**src/rtl/input_port_io_pkg.sv**
```systemverilog
// Shared IO constants: register offsets, SW_BIN bit positions, converter
// state encoding and the BCD helpers used by the input responder.
package input_port_io_pkg;

  localparam logic [1:0] OFF_STATUS = 2'd0;
  localparam logic [1:0] OFF_LEVEL  = 2'd1;
  localparam logic [1:0] OFF_SW_RAW = 2'd2;
  localparam logic [1:0] OFF_SW_BIN = 2'd3;

  localparam int SWB_VALID = 16;
  localparam int SWB_ERR   = 17;
  localparam int SWB_BUSY  = 18;

  localparam logic [0:0] ST_IDLE = 1'b0;
  localparam logic [0:0] ST_CONV = 1'b1;

  typedef struct packed {
    logic [13:0] value;
    logic        valid;
    logic        err;
  } sw_bin_t;

  function automatic logic [13:0] mac10(input logic [13:0] acc, input logic [3:0] digit);
    return (acc * 14'd10) + {10'd0, digit};
  endfunction

  function automatic logic bcd_err(input logic [15:0] v);
    logic e;
    e = 1'b0;
    for (int i = 0; i < 4; i++) begin
      if (v[i*4 +: 4] > 4'd9) begin
        e = 1'b1;
      end else begin
        e = e;
      end
    end
    return e;
  endfunction

endpackage

```
**src/rtl/input_port_io_debounce_sync.sv**
```systemverilog
// Two-flop synchroniser followed by a debouncer whose WIDTH bits share one
// mismatch counter; the whole group takes the synchronised value together.
module debounce_sync #(
  parameter int WIDTH     = 1,
  parameter int DB_CYCLES = 3
) (
  input  logic             clk,
  input  logic             reset,
  input  logic [WIDTH-1:0] din,
  output logic [WIDTH-1:0] level,
  output logic [WIDTH-1:0] rise
);

  localparam logic [3:0] DB_LIMIT = 4'(DB_CYCLES);

  logic [WIDTH-1:0] s1_q, s2_q, lvl_q, lvl_d;
  logic [3:0]       cnt_q, cnt_d;

  always_comb begin
    lvl_d = lvl_q;
    cnt_d = 4'd0;
    if (s2_q != lvl_q) begin
      if (cnt_q + 4'd1 == DB_LIMIT) begin
        lvl_d = s2_q;
        cnt_d = 4'd0;
      end else begin
        cnt_d = cnt_q + 4'd1;
      end
    end else begin
      cnt_d = 4'd0;
    end
  end

  always_ff @(posedge clk) begin
    if (reset) begin
      s1_q  <= '0;
      s2_q  <= '0;
      lvl_q <= '0;
      cnt_q <= 4'd0;
    end else begin
      s1_q  <= din;
      s2_q  <= s1_q;
      lvl_q <= lvl_d;
      cnt_q <= cnt_d;
    end
  end

  // Rise is flagged on the same edge that the debounced level goes high.
  assign level = lvl_q;
  assign rise  = lvl_d & ~lvl_q;

endmodule

```
**src/rtl/input_port_io.sv**
```systemverilog
// Memory-mapped input responder: debounced buttons with sticky W1C press
// flags, and debounced BCD switches converted to binary by a small FSM.
module input_port_io
  import input_port_io_pkg::*;
#(
  parameter int NBTN      = 4,
  parameter int DB_CYCLES = 3
) (
  input  logic            clk,
  input  logic            reset,
  input  logic [NBTN-1:0] btn_raw,
  input  logic [15:0]     sw_raw,
  input  logic            sel,
  input  logic [1:0]      addr,
  input  logic            we,
  input  logic [31:0]     wdata,
  output logic [31:0]     rdata
);

  logic [NBTN-1:0] btn_lvl_s, btn_rise_s, clr_s, status_q, status_d;
  logic [15:0]     sw_lvl_s, snap_q, snap_d;
  logic [13:0]     acc_q, acc_d, mac_s;
  logic [3:0]      digit_s;
  logic [1:0]      k_q, k_d;
  logic [0:0]      state_q, state_d;
  logic            busy_q, busy_d;
  sw_bin_t         bin_q, bin_d;
  logic            unused_wdata_s;

  for (genvar g = 0; g < NBTN; g++) begin : g_btn
    debounce_sync #(.WIDTH(1), .DB_CYCLES(DB_CYCLES)) u_btn (
      .clk(clk), .reset(reset), .din(btn_raw[g]),
      .level(btn_lvl_s[g]), .rise(btn_rise_s[g])
    );
  end

  logic [15:0] sw_rise_unused;
  debounce_sync #(.WIDTH(16), .DB_CYCLES(DB_CYCLES)) u_sw (
    .clk(clk), .reset(reset), .din(sw_raw),
    .level(sw_lvl_s), .rise(sw_rise_unused)
  );

  assign unused_wdata_s = ^wdata[31:NBTN];

  // A new press outranks a simultaneous W1C of the same bit.
  always_comb begin
    clr_s    = (sel && we && (addr == OFF_STATUS)) ? wdata[NBTN-1:0] : {NBTN{1'b0}};
    status_d = (status_q & ~clr_s) | btn_rise_s;
  end

  assign digit_s = snap_q[{k_q, 2'b00} +: 4];
  assign mac_s   = mac10(acc_q, digit_s);

  always_comb begin
    state_d = state_q;
    snap_d  = snap_q;
    acc_d   = acc_q;
    k_d     = k_q;
    busy_d  = busy_q;
    bin_d   = bin_q;
    case (state_q)
      ST_IDLE: begin
        if (sw_lvl_s != snap_q) begin
          snap_d  = sw_lvl_s;
          acc_d   = 14'd0;
          k_d     = 2'd3;
          busy_d  = 1'b1;
          state_d = ST_CONV;
        end else begin
          state_d = ST_IDLE;
        end
      end
      ST_CONV: begin
        acc_d = mac_s;
        if (k_q == 2'd0) begin
          if (bcd_err(snap_q)) begin
            bin_d = '{value: 14'd0, valid: 1'b0, err: 1'b1};
          end else begin
            bin_d = '{value: mac_s, valid: 1'b1, err: 1'b0};
          end
          busy_d  = 1'b0;
          state_d = ST_IDLE;
        end else begin
          k_d = k_q - 2'd1;
        end
      end
      default: begin
        busy_d  = 1'b0;
        state_d = ST_IDLE;
      end
    endcase
  end

  always_ff @(posedge clk) begin
    if (reset) begin
      status_q <= {NBTN{1'b0}};
      state_q  <= ST_IDLE;
      snap_q   <= 16'd0;
      acc_q    <= 14'd0;
      k_q      <= 2'd0;
      busy_q   <= 1'b0;
      bin_q    <= '{value: 14'd0, valid: 1'b1, err: 1'b0};
    end else begin
      status_q <= status_d;
      state_q  <= state_d;
      snap_q   <= snap_d;
      acc_q    <= acc_d;
      k_q      <= k_d;
      busy_q   <= busy_d;
      bin_q    <= bin_d;
    end
  end

  always_comb begin
    rdata = 32'd0;
    if (sel) begin
      case (addr)
        OFF_STATUS: rdata[NBTN-1:0] = status_q;
        OFF_LEVEL:  rdata[NBTN-1:0] = btn_lvl_s;
        OFF_SW_RAW: rdata[15:0]     = sw_lvl_s;
        OFF_SW_BIN: begin
          rdata[13:0]      = bin_q.value;
          rdata[SWB_VALID] = bin_q.valid;
          rdata[SWB_ERR]   = bin_q.err;
          rdata[SWB_BUSY]  = busy_q;
        end
        default: rdata = 32'd0;
      endcase
    end else begin
      rdata = 32'd0;
    end
  end

endmodule

```
**config.mk**
```make
export PLATFORM = sky130hd
export DESIGN_NAME = input_port_io
export DESIGN_NICKNAME = d
export VERILOG_FILES = /design/src/rtl/input_port_io_pkg.sv /design/src/rtl/input_port_io_debounce_sync.sv /design/src/rtl/input_port_io.sv
export SDC_FILE = /design/constraint.sdc
export NUM_CORES = 1
export LEC_CHECK = 0
export CORE_MARGIN = 2
export CORE_UTILIZATION = 50
export DETAILED_ROUTE_END_ITERATION = 8
export GPL_ROUTABILITY_DRIVEN = 1
export HOLD_SLACK_MARGIN = 0.08
export PLACE_DENSITY = 0.74
export SETUP_SLACK_MARGIN = 0.4
export SKIP_CTS_REPAIR_TIMING = 1
export SYNTH_ARGS = -nofsm -noshare
export SYNTH_HDL_FRONTEND = slang
export SYNTH_SLANG_ARGS = --single-unit
```
**constraint.sdc**
```tcl
create_clock -name clk -period 4.55 [get_ports clk]
set_clock_uncertainty 0.05 [all_clocks]
set_input_delay 0.6825 -clock clk [delete_from_list [all_inputs] [get_ports clk]]
set_output_delay 0.6825 -clock clk [all_outputs]
set_load 0.01 [all_outputs]
```
==> results.yml, run 1 <==
status:
  status: "completed"
place:
  gp_congestion: 0.9046
  dp.cells: 834
  port_buffers: 48
  dp_hpwl_mm: 9.358
yosys:
  synth_edf_count: 0
  yosys.area_share.simple_pct: 19.15
  synth_top_family_by_area: "simple AND/OR/NAND/NOR gates"
  ys_seq_area_share_pct: 42.01
  synth_seq_cells: 133
  async_flop_share_pct: 0
  syn_area_um2: 6337
  yosysWarnings: 0
  postSynthCellCount: 638
  ys_types: 56
  yosys-top-cells-area: "dfxtp_1, mux2i_1, ha_1, xnor2_1, nor2_1"
  synth_fa_ha_area_share_pct: 7.147
  ys.flop_type: "dfxtp_1"
  synth-compound-area-share_pct: 7.858
  synthMuxAreaShare_pct: 10.44
  avgSynthCellArea_um2: 9.933
  synth_top_area_cell: "dfxtp_1"
  synth-xor-area-share_pct: 9.516
  synth_top_area_share_pct: 42.01
final_layout:
  final_cell_mix: "dfxtp_1, nor2_1, mux2i_1, clkdlybuf4s50_1, xnor2_1"
  insertedDiodeCount: 0
  synthToLayoutAreaGrowth_pct: 17.28
  layout_commonest_cell: "dfxtp_1"
  finalNonFillerCells: 866
  drive_gt1_share_pct: 8.069
  final_nets: 774
clock_tree:
  cts.sinks: 133
  cts_tree: "yes"
  cts_made_buffers: 17
  clock_latency_ns: 0.42
  clockBufferDepth: 2
  cts-root-buf: "clkbuf_16"
  htreeDepth: 4
  clk_pin_slew_ns: 0.06
routing:
  dr.pass1.iters: 5
  drt_iter0_drc: 260
  drc: 0
  ant_nets: 0
  via_per_inst: 5.242
  avgRoutedWirePerCell_um: 15.07
  wirelength_mm: 13.05
  vias: 4540
pwr:
  p_sw_mw: 0.7981
  p_clk_share_pct: 42.9
  ir_worst_vdd_uv: 257.7
  seqPwrFrac_pct: 43.9
  p_sw_share_pct: 27.22
  power.total_mw: 2.932
  p_int_mw: 2.134
  leakage_nw: 2.965
  p_per_area_nw_per_um2: 394.5
  comb_power_share_pct: 13.2
setup_path:
  r2r_slack_ns: 1.55
  cp-start-kind: "input pin"
  worstSetupPathType: "input pin to output pin"
  timing.rr.end: "acc_q[10]"
  worst_path_largest_cell_delay_ns: 0.65
  slowest_stage: "clkdlybuf4s50_1"
  setup.worst_path.start: "addr[1]"
  worstPathRequired_ns: 3.82
  r2r_cells: 10
  path_common_cell: "clkdlybuf4s50_1"
  cpLargestDelayFamily: "buffers and inverters"
  cp_max_fo: 12
  setup.worst_path.end_class: "output pin"
  critPathBufInv: 2
  crit_arrival_ns: 2.66
  path_cells: "clkdlybuf4s50_1, nand2_1, nor3b_1, clkdlybuf4s50_1"
  r2r_start: "acc_q[1]"
global_routing:
  grt_max_degree: 68
  grt_pass1_wl_mm: 21.26
  grt_pass1_vias: 4431
  antenna_found_initial: 0
  overflow: 0
  grtUsageTotal_pct: 20.47
timing:
  max_freq_mhz: 294.5
  post-route-period-util_pct: 74.63
  final.setup.tns_ns: 0
  hold_viol: 0
  maxSlewHeadroom_pct: 18.50
  setup_viol: 0
  slew_violations: 0
  tightest_slew_ns: 1.222
  fin_crit_ns: 3.396
  rsz0062_at_grt: "false"
floorplanning:
  initial_utilization_pct: 50.63
  pin_count: 90
  fp.dieH_um: 116.6
  die_area_um2: 13590
  design.core.area_um2: 12520
  rows: 41
  die_x_um: 116.6
flow_run:
  maxCapViolCount: 0
worst_hold_path:
  min-delay-path-class: "flop to flop"
  whs_endpoint: "u_sw.s2_q[15]"
  min_delay_path_depth: 1
  min_from: "u_sw.s1_q[15]"
## worst max-delay path by stage
stage,endpoint,cells after the start
after floorplan,acc_q[12],9
after global placement,rdata[1],4
after detailed placement,rdata[15],4
after CTS,rdata[14],4
after global routing,rdata[14],4
final,rdata[14],4
## cell type report
| type | count | area (um2) |
|---|---|---|
| repair buffers | 51 | 500.5 |
| flip-flops and latches | 133 | 2663 |
| inverters | 8 | 30.03 |
| clock buffers | 21 | 440.4 |
| well taps | 172 | 215.2 |
| clock inverters | 11 | 105.1 |
| fillers | 1080 | 5085 |
| multi-input cells | 470 | 3478 |
## cells in the mapped netlist (9+ instances only)
| master | n |
|---|---|
| nor3_1 | 9 |
| clkbuf_1 | 19 |
| nand4_1 | 13 |
| a21oi_1 | 13 |
| xnor2_1 | 45 |
| buf_4 | 16 |
| xor2_1 | 22 |
| nand2b_1 | 14 |
| nand2_1 | 18 |
| nor2_1 | 86 |
| ha_1 | 33 |
| mux2i_1 | 47 |
| a22o_1 | 13 |
| dfxtp_1 | 133 |
| and3_1 | 10 |
| nor2b_1 | 43 |
| a22oi_1 | 11 |
| nand3_1 | 10 |
## per-stage QoR
step	area (um2)	util (%)	setup WS (ns)	hold slack (ns)
global route	7432	59.38	1.044	0.4048
global placement	6887	55.02	1.192	0.3681
CTS	7432	59.38	1.156	0.3871
detailed placement	6887	55.02	1.166	0.3712
finish	7432	59.38	1.154	0.3828
floorplan	6382	-	1.856	0.3638
## power by group through the flow
stage | registers (mW) | logic (mW) | clock network [mW]
finish | 1.29 | 0.387 | 1.26
global placement | 1.31 | 0.369 | 0
CTS | 1.29 | 0.389 | 1.28
detailed placement | 1.31 | 0.382 | 0
global route | 1.30 | 0.424 | 1.34
floorplan | 1.27 | 0.333 | 0
## routing by layer
layer | up-vias | wire length, um | GRT usage [%]
li1 | 2268 | - | -
met1 | 2156 | 5692 | 24.22
met2 | 97 | 6516 | 35.27
met3 | 19 | 606 | 6.746
met4 | 0 | 233 | 6.588
met5 | - | 0 | 0
## state kept, by name (all words and copies together), names as in the netlist
| register | cells |
|---|---|
| g_btn.u_btn.level | 4 |
| u_sw.cnt_q | 4 |
| acc_q | 13 |
| k_q | 2 |
| u_sw.s1_q | 16 |
| g_btn.u_btn.s2_q | 4 |
| status_q | 4 |
| g_btn.u_btn.s1_q | 4 |
| u_sw.s2_q | 16 |
| snap_q | 16 |
| g_btn.u_btn.cnt_q | 16 |
| u_sw.level | 16 |
| bin_q | 16 |
| busy_q | 1 |
| state_q | 1 |
## cells by family after synthesis
| family | Yosys count |
|---|---|
| mux | 56 |
| flops | 133 |
| other cells | 1 |
| simple gates | 230 |
| buf+inv | 47 |
| compound gates | 68 |
| fa+ha+maj | 35 |
| xor+xnor | 68 |
(Power assumes the default switching activity.)
==> run 2: changes to the inputs <==
--- a/config.mk
+++ b/config.mk
@@ -6,11 +6,11 @@
 export NUM_CORES = 1
 export LEC_CHECK = 0
 export CORE_MARGIN = 2
-export CORE_UTILIZATION = 50
+export CORE_UTILIZATION = 49
 export DETAILED_ROUTE_END_ITERATION = 8
 export GPL_ROUTABILITY_DRIVEN = 1
 export HOLD_SLACK_MARGIN = 0.08
-export PLACE_DENSITY = 0.74
+export PLACE_DENSITY = 0.76
 export SETUP_SLACK_MARGIN = 0.4
 export SKIP_CTS_REPAIR_TIMING = 1
 export SYNTH_ARGS = -nofsm -noshare
==> constraint.sdc (replaced) <==
create_clock -name clk -period 3.04 [get_ports clk]
set_clock_uncertainty 0.05 [all_clocks]
set_input_delay 0.456 -clock clk [delete_from_list [all_inputs] [get_ports clk]]
set_output_delay 0.456 -clock clk [all_outputs]
set_load 0.01 [all_outputs]
==> run 2 against run 1 <==
Count of clock-buffer cells in the layout decreased by 3. Total power grew 61%. Setup slack got worse by 0.84 ns. Cell area is 5.1% higher. Critical path type is now flop to flop. Largest power group is now clock.
==> results.yml, run 2 (synthesis results as in run 1) <==
setup_path:
  path_cells: "ha_4, ha_4, fa_2, and3_4, o2111ai_4, mux2i_1, or3_4, nor3b_2, a221o_1"
  setup.worst_path.start: "acc_q[3]"
  crit_arrival_ns: 2.98
  setup.worst_path.end_class: "flop"
  worst_path_largest_cell_delay_ns: 0.44
  slowest_stage: "fa_2"
  worstSetupPathType: "flop to flop"
  cp_max_fo: 4
  worstPathRequired_ns: 3.29
  cp-start-kind: "flop"
  r2r_start: "acc_q[3]"
  path_common_cell: "ha_4"
clock_tree:
  cts-root-buf: "clkbuf_16"
  clock_latency_ns: 0.42
  cts.sinks: 133
  clk_pin_slew_ns: 0.06
  cts_made_buffers: 17
  htreeDepth: 4
  cts_tree: "yes"
  clockBufferDepth: 2
pwr:
  p_sw_mw: 1.228
  p_sw_share_pct: 26.01
  seqPwrFrac_pct: 40.3
  p_int_mw: 3.493
  p_per_area_nw_per_um2: 604.7
  p_clk_share_pct: 46.2
  ir_worst_vdd_uv: 456.6
  leakage_nw: 3.086
  comb_power_share_pct: 13.5
timing:
  post-route-period-util_pct: 89.69
  maxSlewHeadroom_pct: 25.90
  final.setup.tns_ns: 0
  hold_viol: 0
  slew_violations: 0
  fin_crit_ns: 2.727
  max_freq_mhz: 366.8
  tightest_slew_ns: 1.110
  rsz0062_at_grt: "true"
  setup_viol: 0
flow_run:
  maxCapViolCount: 0
routing:
  vias: 4782
  wirelength_mm: 14.04
  ant_nets: 0
  dr.pass1.iters: 5
  drt_iter0_drc: 315
  avgRoutedWirePerCell_um: 16.01
  drc: 0
  via_per_inst: 5.453
floorplanning:
  initial_utilization_pct: 50.22
  design.core.area_um2: 12620
  fp.dieH_um: 117.7
  rows: 41
  pin_count: 90
  die_area_um2: 13860
  die_x_um: 117.7
final_layout:
  synthToLayoutAreaGrowth_pct: 23.22
  final_cell_mix: "dfxtp_1, nor2_1, mux2i_1, xnor2_1, clkdlybuf4s50_1"
  fill_cells: 1017
  fin_area_um2: 7809
  drive_gt1_share_pct: 13.62
  insertedDiodeCount: 0
  layout_commonest_cell: "dfxtp_1"
  final_nets: 785
place:
  placed_area_um2: 6935
  gp_congestion: 0.8275
  dp_hpwl_mm: 9.514
  port_buffers: 48
worst_hold_path:
  min_from: "u_sw.s1_q[8]"
  min-delay-path-class: "flop to flop"
global_routing:
  grt_pass1_wl_mm: 22.52
  grt_max_degree: 44
  grt_pass1_vias: 4765
  antenna_found_initial: 0
  overflow: 0
  grtUsageTotal_pct: 20.08
status:
  status: "completed"
## run 2: layout make-up
type	instances	area [um2]	area share (%)
Clock inverter	14	198.9	2.548
Clock buffer	18	439.2	5.624
Multi-Input combinational cell	470	3664	46.92
Inverter	8	30.03	0.3846
Tap cell	172	215.2	2.756
Timing Repair Buffer	62	590.6	7.563
Sequential cell	133	2671	34.21
## run 2: final timing paths
kind	to	cells past startpoint	slack, ns
max	acc_q[12]	9	0.31
min reg2reg	u_sw.s2_q[8]	1	0.38
min	u_sw.s2_q[8]	1	0.38
max reg2reg	acc_q[12]	9	0.31
## run 2: power by group through the flow
stage	Combinational (mW)	Sequential, mW	Clock (mW)
6_report	0.636	1.90	2.18
2_1_floorplan	0.499	1.90	0
4_1_cts	0.623	1.90	2.20
5_1_grt	0.689	1.92	2.29
3_3_place_gp	0.595	1.93	0
3_5_place_dp	0.616	1.94	0
## run 2: metal layers
layer  track usage (%)  share of wire, %
met2             35.14                51
met1             24.28                41
met5                 0                 0
met4             6.024               2.1
met3             5.039               5.3
## run 2: through the flow
stage | util, % | hold slack, ns | instances | setup slack, ns | total power [mW]
CTS | 60.01 | 0.3856 | 872 | 0.1079 | 4.724
detailed placement | 54.96 | 0.3720 | 840 | 0.1222 | 2.555
finish | 61.88 | 0.3841 | 877 | 0.3134 | 4.722
global placement | 54.96 | 0.3700 | 840 | 0.1281 | 2.526
global route | 61.88 | 0.4017 | 877 | 0.2497 | 4.891
floorplan | - | 0.3638 | 650 | 0.4190 | 2.397
## run 2: critical path: cells and delay by family, from the launching register on
| kind | cells | cell delay, ns |
|---|---|---|
| simple gates | 3 | 0.77 |
| compound gates | 2 | 0.48 |
| flops | 1 | 0.34 |
| mux | 1 | 0.12 |
| fa+ha+maj | 3 | 0.85 |
